<file path="config.mk">
export PLATFORM = sky130hd
export DESIGN_NAME = axi_frame_reader_flat
export DESIGN_NICKNAME = d
export VERILOG_FILES = /design/src/rtl/axi_frame_reader_if.sv /design/src/rtl/axi_frame_reader.sv /design/src/flat_wrapper.sv
export SDC_FILE = /design/constraint.sdc
export NUM_CORES = 1
export LEC_CHECK = 0
export CAP_MARGIN = 30
export CORE_MARGIN = 3
export CORE_UTILIZATION = 45
export DETAILED_ROUTE_END_ITERATION = 8
export HOLD_SLACK_MARGIN = 0.05
export PLACE_DENSITY = 0.86
export SETUP_SLACK_MARGIN = 0.2
export SLEW_MARGIN = 10
export SYNTH_ARGS = -nofsm -noshare
export SYNTH_HDL_FRONTEND = slang
export SYNTH_SLANG_ARGS = --single-unit
</file>
<file path="constraint.sdc">
create_clock -name clk -period 5.8 [get_ports clk]
set_clock_uncertainty 0.2 [all_clocks]
set_input_delay 1.16 -clock clk [delete_from_list [all_inputs] [get_ports clk]]
set_output_delay 1.16 -clock clk [all_outputs]
set_load 0.01 [all_outputs]
</file>
<file path="src/rtl/axi_frame_reader_if.sv">
// -----------------------------------------------------------------------------
// axi_frame_reader_if
// Read-only AXI4 bus (AR + R channels) between the frame reader and PS DDR.
//   master modport : drives AR channel and rready, receives R channel.
//   slave  modport : the opposite view (memory side / testbench model).
// Signal names keep the m_axi_* spelling of the original flat port list.
// -----------------------------------------------------------------------------
interface axi_frame_reader_if;
   logic [31:0] m_axi_araddr;
   logic [7:0]  m_axi_arlen;
   logic [2:0]  m_axi_arsize;
   logic [1:0]  m_axi_arburst;
   logic        m_axi_arvalid;
   logic        m_axi_arready;
   logic [63:0] m_axi_rdata;
   logic [1:0]  m_axi_rresp;
   logic        m_axi_rlast;
   logic        m_axi_rvalid;
   logic        m_axi_rready;

   modport master (
      output m_axi_araddr, m_axi_arlen, m_axi_arsize, m_axi_arburst,
             m_axi_arvalid, m_axi_rready,
      input  m_axi_arready, m_axi_rdata, m_axi_rresp, m_axi_rlast,
             m_axi_rvalid
   );

   modport slave (
      input  m_axi_araddr, m_axi_arlen, m_axi_arsize, m_axi_arburst,
             m_axi_arvalid, m_axi_rready,
      output m_axi_arready, m_axi_rdata, m_axi_rresp, m_axi_rlast,
             m_axi_rvalid
   );
endinterface

</file>
<file path="src/rtl/axi_frame_reader.sv">
// -----------------------------------------------------------------------------
// axi_frame_reader
// AXI4 read master: on each frame_start fetches one RGB565 frame from DDR with
// fixed-length INCR bursts (one outstanding) and writes it, one pixel per
// cycle, into the async pixel FIFO. Runs entirely in the AXI clock domain.
//
// Ports
//   clk, rst        AXI clock; asynchronous active-high reset
//   frame_start     one-cycle start pulse (ignored while busy)
//   m_axi           AXI4 AR/R channels (axi_frame_reader_if.master)
//   fifo_din        RGB565 pixel to the FIFO
//   fifo_wr_en      FIFO write strobe
//   fifo_prog_full  FIFO has fewer than one burst of free entries
//   busy            frame fetch in progress
//   frame_done      one-cycle pulse after the last pixel of a frame
//   err             sticky error (bad rresp / misplaced or missing rlast)
//   cur_buf         buffer being fetched (only with FRAME_PINGPONG_EN)
//
// Build option
//   FRAME_PINGPONG_EN : alternate between two frame buffers; buffer 1 sits
//                       H_PIXELS*V_LINES*2 bytes above FRAME_BASE.
// -----------------------------------------------------------------------------
module axi_frame_reader #(
   parameter logic [31:0] FRAME_BASE = 32'h1000_0000,
   parameter int unsigned H_PIXELS   = 320,
   parameter int unsigned V_LINES    = 240,
   parameter int unsigned BURST_LEN  = 16
) (
   input  logic                      clk,
   input  logic                      rst,
   input  logic                      frame_start,
   axi_frame_reader_if.master        m_axi,
   output logic [15:0]               fifo_din,
   output logic                      fifo_wr_en,
   input  logic                      fifo_prog_full,
   output logic                      busy,
   output logic                      frame_done,
   output logic                      err
`ifdef FRAME_PINGPONG_EN
   ,
   output logic                      cur_buf
`endif
);

   localparam int unsigned TOTAL_BURSTS = (H_PIXELS * V_LINES) / (4 * BURST_LEN);
   localparam int unsigned BURST_BYTES  = BURST_LEN * 8;
   localparam int unsigned BIDX_W       = (TOTAL_BURSTS > 1) ? $clog2(TOTAL_BURSTS) : 1;
   localparam int unsigned BEAT_W       = $clog2(BURST_LEN + 1);

   localparam logic [BIDX_W-1:0] LAST_BIDX = BIDX_W'(TOTAL_BURSTS - 1);
   localparam logic [BEAT_W-1:0] ALL_BEATS = BEAT_W'(BURST_LEN);
   localparam logic [BEAT_W-1:0] LAST_BEAT = BEAT_W'(BURST_LEN - 1);
`ifdef FRAME_PINGPONG_EN
   localparam logic [31:0]       BUF_BYTES = 32'(H_PIXELS * V_LINES * 2);
`endif

   typedef enum logic [2:0] {
      S_IDLE,
      S_CHECK,
      S_ADDR,
      S_DATA,
      S_DONE
   } state_t;

   state_t              r_state;
   state_t              w_state_nxt;
   logic [BIDX_W-1:0]   r_burst_idx;
   logic [BEAT_W-1:0]   r_beat_cnt;
   logic [63:0]         r_hold;
   logic                r_hold_vld;
   logic [1:0]          r_pix_idx;
   logic                r_err;

   logic                w_arvalid;
   logic [31:0]         w_araddr;
   logic                w_rready;
   logic                w_ar_hs;
   logic                w_r_hs;
   logic                w_pix_last;
   logic                w_burst_end;
   logic                w_beat_err;
   logic [31:0]         w_base;

`ifdef FRAME_PINGPONG_EN
   logic                r_buf_sel;
   assign w_base  = r_buf_sel ? (FRAME_BASE + BUF_BYTES) : FRAME_BASE;
   assign cur_buf = r_buf_sel;
`else
   assign w_base  = FRAME_BASE;
`endif

   assign w_ar_hs     = w_arvalid & m_axi.m_axi_arready;
   assign w_r_hs      = m_axi.m_axi_rvalid & w_rready;
   assign w_pix_last  = r_hold_vld & (r_pix_idx == 2'd3);
   // Burst is complete once all beats are in and the final pixel of the last
   // beat is being written this cycle. Counting beats (rather than trusting
   // rlast) keeps the FSM moving even when the slave gets rlast wrong.
   assign w_burst_end = (r_state == S_DATA) & (r_beat_cnt == ALL_BEATS) & w_pix_last;

   assign w_beat_err  = (m_axi.m_axi_rresp != 2'b00)
                      | ( m_axi.m_axi_rlast & (r_beat_cnt != LAST_BEAT))
                      | (!m_axi.m_axi_rlast & (r_beat_cnt == LAST_BEAT));

   // ---------------------------------------------------------------- next state
   always_comb begin
      w_state_nxt = r_state;
      w_arvalid   = 1'b0;
      w_araddr    = '0;
      w_rready    = 1'b0;
      unique case (r_state)
         S_IDLE: begin
            if (frame_start) w_state_nxt = S_CHECK;
         end
         S_CHECK: begin
            if (!fifo_prog_full) w_state_nxt = S_ADDR;
         end
         S_ADDR: begin
            w_arvalid = 1'b1;
            w_araddr  = w_base + (32'(r_burst_idx) * BURST_BYTES);
            if (m_axi.m_axi_arready) w_state_nxt = S_DATA;
         end
         S_DATA: begin
            // Take a new beat when the holder is empty or is emptying now;
            // this gives back-to-back pixels at one beat per four cycles.
            w_rready = (r_beat_cnt != ALL_BEATS) & (!r_hold_vld | w_pix_last);
            if (w_burst_end)
               w_state_nxt = (r_burst_idx == LAST_BIDX) ? S_DONE : S_CHECK;
         end
         S_DONE: begin
            w_state_nxt = S_IDLE;
         end
         default: begin
            w_state_nxt = S_IDLE;
         end
      endcase
   end

   // ---------------------------------------------------------------- registers
   always_ff @(posedge clk or posedge rst) begin
      if (rst) begin
         r_state     <= S_IDLE;
         r_burst_idx <= '0;
         r_beat_cnt  <= '0;
         r_hold      <= '0;
         r_hold_vld  <= 1'b0;
         r_pix_idx   <= '0;
         r_err       <= 1'b0;
`ifdef FRAME_PINGPONG_EN
         r_buf_sel   <= 1'b0;
`endif
      end else begin
         r_state <= w_state_nxt;

         if ((r_state == S_IDLE) && frame_start)
            r_burst_idx <= '0;
         else if (w_burst_end && (r_burst_idx != LAST_BIDX))
            r_burst_idx <= r_burst_idx + BIDX_W'(1);

         if (w_ar_hs)
            r_beat_cnt <= '0;
         else if (w_r_hs)
            r_beat_cnt <= r_beat_cnt + BEAT_W'(1);

         if (w_r_hs) begin
            r_hold     <= m_axi.m_axi_rdata;
            r_hold_vld <= 1'b1;
            r_pix_idx  <= '0;
         end else if (r_hold_vld) begin
            r_pix_idx <= r_pix_idx + 2'd1;
            if (w_pix_last) r_hold_vld <= 1'b0;
         end

         if (w_r_hs && w_beat_err) r_err <= 1'b1;

`ifdef FRAME_PINGPONG_EN
         if (r_state == S_DONE) r_buf_sel <= ~r_buf_sel;
`endif
      end
   end

   // ---------------------------------------------------------------- outputs
   assign m_axi.m_axi_arvalid = w_arvalid;
   assign m_axi.m_axi_araddr  = w_araddr;
   assign m_axi.m_axi_arlen   = 8'(BURST_LEN - 1);
   assign m_axi.m_axi_arsize  = 3'b011;
   assign m_axi.m_axi_arburst = 2'b01;
   assign m_axi.m_axi_rready  = w_rready;

   assign fifo_wr_en = r_hold_vld;
   assign fifo_din   = r_hold_vld ? r_hold[{r_pix_idx, 4'b0000} +: 16] : '0;
   assign busy       = (r_state != S_IDLE);
   assign frame_done = (r_state == S_DONE);
   assign err        = r_err;

endmodule

</file>
<file path="src/flat_wrapper.sv">
// flat-port wrapper written by rule: the top's interface ports become plain ports
module axi_frame_reader_flat 
#(
   parameter logic [31:0] FRAME_BASE = 32'h1000_0000,
   parameter int unsigned H_PIXELS   = 320,
   parameter int unsigned V_LINES    = 240,
   parameter int unsigned BURST_LEN  = 16
)
  (clk, rst, frame_start, fifo_din, fifo_wr_en, fifo_prog_full, busy, frame_done, err, m_axi_m_axi_araddr, m_axi_m_axi_arlen, m_axi_m_axi_arsize, m_axi_m_axi_arburst, m_axi_m_axi_arvalid, m_axi_m_axi_rready, m_axi_m_axi_arready, m_axi_m_axi_rdata, m_axi_m_axi_rresp, m_axi_m_axi_rlast, m_axi_m_axi_rvalid);
  axi_frame_reader_if m_axi_i ();
  input  logic clk;
  input  logic rst;
  input  logic frame_start;
  output logic [15:0] fifo_din;
  output logic fifo_wr_en;
  input  logic fifo_prog_full;
  output logic busy;
  output logic frame_done;
  output logic err;
  output wire logic [$bits(m_axi_i.m_axi_araddr)-1:0] m_axi_m_axi_araddr;
  output wire logic [$bits(m_axi_i.m_axi_arlen)-1:0] m_axi_m_axi_arlen;
  output wire logic [$bits(m_axi_i.m_axi_arsize)-1:0] m_axi_m_axi_arsize;
  output wire logic [$bits(m_axi_i.m_axi_arburst)-1:0] m_axi_m_axi_arburst;
  output wire logic [$bits(m_axi_i.m_axi_arvalid)-1:0] m_axi_m_axi_arvalid;
  output wire logic [$bits(m_axi_i.m_axi_rready)-1:0] m_axi_m_axi_rready;
  input wire logic [$bits(m_axi_i.m_axi_arready)-1:0] m_axi_m_axi_arready;
  input wire logic [$bits(m_axi_i.m_axi_rdata)-1:0] m_axi_m_axi_rdata;
  input wire logic [$bits(m_axi_i.m_axi_rresp)-1:0] m_axi_m_axi_rresp;
  input wire logic [$bits(m_axi_i.m_axi_rlast)-1:0] m_axi_m_axi_rlast;
  input wire logic [$bits(m_axi_i.m_axi_rvalid)-1:0] m_axi_m_axi_rvalid;
  assign m_axi_m_axi_araddr = m_axi_i.m_axi_araddr;
  assign m_axi_m_axi_arlen = m_axi_i.m_axi_arlen;
  assign m_axi_m_axi_arsize = m_axi_i.m_axi_arsize;
  assign m_axi_m_axi_arburst = m_axi_i.m_axi_arburst;
  assign m_axi_m_axi_arvalid = m_axi_i.m_axi_arvalid;
  assign m_axi_m_axi_rready = m_axi_i.m_axi_rready;
  assign m_axi_i.m_axi_arready = m_axi_m_axi_arready;
  assign m_axi_i.m_axi_rdata = m_axi_m_axi_rdata;
  assign m_axi_i.m_axi_rresp = m_axi_m_axi_rresp;
  assign m_axi_i.m_axi_rlast = m_axi_m_axi_rlast;
  assign m_axi_i.m_axi_rvalid = m_axi_m_axi_rvalid;
  axi_frame_reader #(.FRAME_BASE(FRAME_BASE), .H_PIXELS(H_PIXELS), .V_LINES(V_LINES), .BURST_LEN(BURST_LEN)) u_core (.clk(clk), .rst(rst), .frame_start(frame_start), .m_axi(m_axi_i), .fifo_din(fifo_din), .fifo_wr_en(fifo_wr_en), .fifo_prog_full(fifo_prog_full), .busy(busy), .frame_done(frame_done), .err(err));
endmodule
</file>
# Yosys cells after proc, flatten, opt, wreduce, memory -nomap -nowiden
# Index checks and enable logic that the tools add are counted.
classes:
  n_addsub: 4
  n_mul: 0
  n_div: 0
  n_lt_le_gt_ge: 0
  n_eq_ne: 15
  n_shift: 1
  mux: 19
  n_bitwise: 11
  reduce_logical: 12
ops:
  columns: ["cell", "count"]
  rows:
  - ["$shiftx 64x7->16", 1]
  - ["$mux 32", 1]
  - ["$add 29x18->30 const A", 1]
  - ["$mux 11", 2]
  - ["$mux 16", 1]
  - ["$mux 3", 5]
  - ["$pmux 3 s4", 1]
  - ["$add 11x1->11 const B", 1]
  - ["$eq 11x11->1 const B", 1]
  - ["$ne 11x11->1 const B", 1]
  - ["$mux 5", 2]
  - ["$and 1x1->1", 8]
  - ["$reduce_bool 2->1", 4]
  - ["$eq 3x2->1 const B", 2]
  - ["$ne 2x2->1 const B", 3]
  - ["$add 5x1->5 const B", 1]
  - ["$eq 5x4->1 const B", 1]
  - ["$eq 5x5->1 const B", 1]
  - ["$mux 1", 5]
  - ["$ne 5x4->1 const B", 1]
  - ["$ne 5x5->1 const B", 1]
  - ["$mux 2", 2]
  - ["$reduce_and 4->1", 1]
  - ["$eq 3x1->1 const B", 1]
  - ["9 further kinds", 14]
totals:
  register_bits: 87
  latch_bits: 0
  ramBits: 0
  mem_bits_ro: 0
  in_bits: 73
  out_inout_bits: 67
  wordCells: 69
  memories: 0

# Logic depth before layout (Yosys ltp)
depth:
  ltp_word: 8
  ltp_mapped: 9
  ltp_nobuf: 6

# Worst setup path before layout
# No wires, ideal clock.
synth_timing:
  path_type: "flip-flop to output port"
  from: "reg u_core.r_pix_idx[1]"
  to: "out fifo_din[10]"
  t_arrival_ps: 1734
  t_required_ps: 4440
  setup_slack_ps: 2706
  stages_incl_launch_ff: 5
  n_path_buf: 2
  path_cell_list: "dfrtp_1 > buf_2 > buf_1 > mux4_2 > and2_1"
synth_via:
  elab_chain_cells: 2
synth_lines:
  columns: ["element", "line", "source"]
  rows:
  - ["from (decl)", "axi_frame_reader.sv:71", "logic [1:0] r_pix_idx;"]
  - ["from (signal assigned)", "axi_frame_reader.sv:169", "r_pix_idx <= r_pix_idx + 2'd1;"]
  - ["$shiftx 64x7->16", "axi_frame_reader.sv:190", "assign fifo_din = r_hold_vld ? r_hold[{r_pix_idx, 4'b0000} +: 16] : '0;"]
  - ["$mux 16", "axi_frame_reader.sv:190", null]
  - ["to (decl)", "flat_wrapper.sv:14", "output logic [15:0] fifo_din;"]
# No other way between the ends.

# Worst setup path after layout
layout_timing:
  from: "reg u_core.r_pix_idx[1]"
  to: "out fifo_din[4]"
# Same word-level chain as after synthesis.

==> metrics.csv <==
stage;metric;value;unit
drt;vias;3666;
drt;wl_met3;582;um
die;dieHeight;106;um
clocking;ctsResizeCount;0;
sta;worstMarginPinSlew;0.752;ns
synthesis;ys.warnings.count;0;
synthesis;ys_async_sr_fraction;100;%
cells_and_area;antenna_cells;0;
drt;top_layer;met5;
drt;drt_iter0_markers;175;
sta;max_freq;0.264;GHz
synthesis;synth_top_family_by_area;simple AND/OR/NAND/NOR gates;
die;start_util;47.4;%
clocking;hold_buffers;0;
sta;grt_setup_unrepaired;false;
power;ir_drop;0.250;mV
power;clkPwrFrac;18.4;%
clocking;cts_sinks;87;
global_route;antenna_found_initial;2;
setup_path;crit_type;flop to output port;
sta;finalCritPeriodShare;65.4;%
place;place_area;0.00556;mm2
die;rows;35;
synthesis;synthCells;497;
synthesis;synth_most_common_cell;nand2_1;
clocking;clk_pin_slew;0.08;ns
die;ios;140;
drt;ant_nets;0;
synthesis;syn_avg_cell_area;9.07;um2
clocking;post-cts-setup-buffers;0;
cells_and_area;areaGrowthSynthToFinish;28.9;%
sta;finalCriticalPeriod;3.79;ns
sta;setup_viol;0;
power;comb_power_share;41.2;%
hold_path;hold_class;flop to flop;
setup_path;max_stage_delay;0.70;ns
status;outcome;finished clean;
drt;wirelength;10800;um
synthesis;synth_area_leaders;dfrtp_1 48%, nand2_1 17%, mux4_2 8.0%;
cells_and_area;filler_cell_count;809;
cells_and_area;drive_above_1_share;7.55;%
cells_and_area;utilization;61.1;%
drt;drtPass1Iterations;4;
synthesis;synth_top_cells_by_count;203 x nand2_1, 87 x dfrtp_1, 34 x buf_4;
power;p_sw;905;uW
setup_path;cp_cell_sequence;buf_16 > mux4_2 > and2_1 > clkdlybuf4s50_1;
drt;routed_via_density;5.06;
global_route;overflow;0;
power;p_total;2.61;mW
sta;maxSlewHeadroom;49.8;%
clocking;cts_max_path_buffers;2;
setup_path;cp-start-kind;flop;
synthesis;synth-compound-area-share;4.17;%
global_route;grt_pass1_wl;17800;um
die;dieArea;0.0112;mm2
die;fp.coreArea;0.00950;mm2
global_route;grt_usage;19.8;%
power;sw_frac_of_total;34.6;%
synthesis;synthAdderAreaFrac;1.39;%
clocking;htree_levels;3;
global_route;grt_max_degree;46;
global_route;grt_pass1_vias;3685;
power;p_int;1.71;mW
synthesis;muxShareOfSynthArea;8.66;%
synthesis;ys_seq_elements;87;
synthesis;synth_top_area_cell;dfrtp_1;
drt;drc;0;
die;die_x;106;um
setup_path;critPathRequiredTime;4.44;ns
place;routabilityCongestion;0.815;
cells_and_area;final_area;0.00581;mm2
place;hpwlAfterDp;7890;um
clocking;clock_latency;0.35;ns
synthesis;syn_area;0.00451;mm2
run;maxCapViolations;0;
clocking;numCtsBuffers;9;
setup_path;arrival;2.43;ns
cells_and_area;fin_cells;725;
clocking;cts-root-buf;clkbuf_8;
synthesis;synth_xor_xnor_area_share;0.583;%
setup_path;slowest_stage;dfrtp_1;
synthesis;ys_seq_area_share;48.3;%
cells_and_area;fin_nets;669;
synthesis;ys_types;41;
place;io_buffers;106;
setup_path;critPathMaxFanout;12;
clocking;cts_tree;yes;
drt;wl_met1;4420;um
power;p_per_area;450;mW/mm2
synthesis;synth_top_area_share;48.3;%
sta;drv_slew;0;
drt;dr_wl_met2;5580;um
setup_path;end_kind;output port;
sta;setup_total_negative_slack;0;ns
power;sequentialPowerShare;40.5;%
power;power.leakage;2.72;nW
synthesis;ys_dominant_reg_cell;dfrtp_1;
drt;wl_per_cell;14.8;um
sta;hold_viol_final;0;
synthesis;synth-simple-area-share;27.7;%
place;place_inst;707;
synthesis;synth-edff-count;0;
metal layers:
layer,up-vias,track usage (%)
met2,121,34.3
met3,15,4.19
met4,4,6.66
li1,1741,-
met5,-,0
met1,1785,24.6
stage by stage:
step	setup WS [ns]	hold WS, ns
2_1_floorplan	2.19	0.240
3_3_place_gp	2.14	0.252
3_5_place_dp	2.19	0.258
4_1_cts	1.80	0.280
5_1_grt	1.87	0.310
6_report	2.01	0.278
sequential cells by signal (all words and copies together) (netlist names):
register,cells
u_core.err,1
u_core.fifo_wr_en,1
u_core.r_beat_cnt,5
u_core.r_burst_idx,11
u_core.r_hold,64
u_core.r_pix_idx,2
u_core.r_state,3
final cells by class:
cell class                 count  area (um2)  share of cell area (%)
clock buffer                  11         151                    2.61
clock inverter                 5        80.1                    1.38
inverter                      11        42.5                   0.732
multi-input combinational    368        2040                    35.1
sequential                    87        2180                    37.5
tap                          129         161                    2.78
timing repair buffer         114        1160                    19.9
cells in the final DEF, fill, tap and decap left out, types with 3 or more instances in the layout:
| cell | instances |
|---|---|
| a21oi_1 | 12 |
| and2_1 | 26 |
| and3_1 | 3 |
| buf_4 | 3 |
| clkbuf_8 | 11 |
| clkdlybuf4s50_1 | 106 |
| conb_1 | 33 |
| dfrtp_1 | 87 |
| ha_1 | 5 |
| inv_1 | 10 |
| mux2i_1 | 3 |
| mux4_2 | 16 |
| nand2_1 | 203 |
| nand3_1 | 7 |
| nand4_1 | 3 |
| nor2_1 | 5 |
| nor3_1 | 7 |
| o21ai_0 | 5 |
| o31ai_1 | 7 |
| or3_1 | 3 |
| or4_1 | 7 |
cells by family after synthesis:
group                    count (synthesis)
adder cells (fa/ha/maj)                  5
AND/OR/NAND/NOR                        278
XOR/XNOR                                 3
AO/OA/AOI/OAI                           30
buffers and inverters                   73
other                                    2
flip-flops                              87
multiplexers                            19
path summary, 6_finish.rpt:
check | startpoint | to | slack (ns) | cells after the start
min reg2reg | u_core.r_hold[19] | u_core.r_hold[19] | 0.28 | 2
max | u_core.r_pix_idx[1] | fifo_din[4] | 2.01 | 4
max in group asynchronous | rst | u_core.r_burst_idx[7] | 3.32 | 3
max reg2reg | u_core.r_pix_idx[1] | u_core.r_burst_idx[7] | 3.08 | 6
min in group asynchronous | rst | u_core.r_hold[58] | 1.03 | 2
min | u_core.r_hold[19] | u_core.r_hold[19] | 0.28 | 2
worst max-delay path, delay by kind of cell (launching register included):
family                 cells  cell delay, ns
muxes                      1            0.49
buffers and inverters      2            0.70
DFF                        1            0.70
and+or+nand+nor            1            0.19
power by group through the flow:
stage / Sequential [mW] / Clock, mW / Combinational (mW)
after floorplan: 0.965 / 0 / 0.747
after global placement: 1.08 / 0 / 0.974
after detailed placement: 1.09 / 0 / 1.06
after CTS: 1.08 / 0.489 / 1.07
after global routing: 1.09 / 0.517 / 1.20
final: 1.06 / 0.480 / 1.08
No activity file was read; power rests on OpenSTA's default activity.
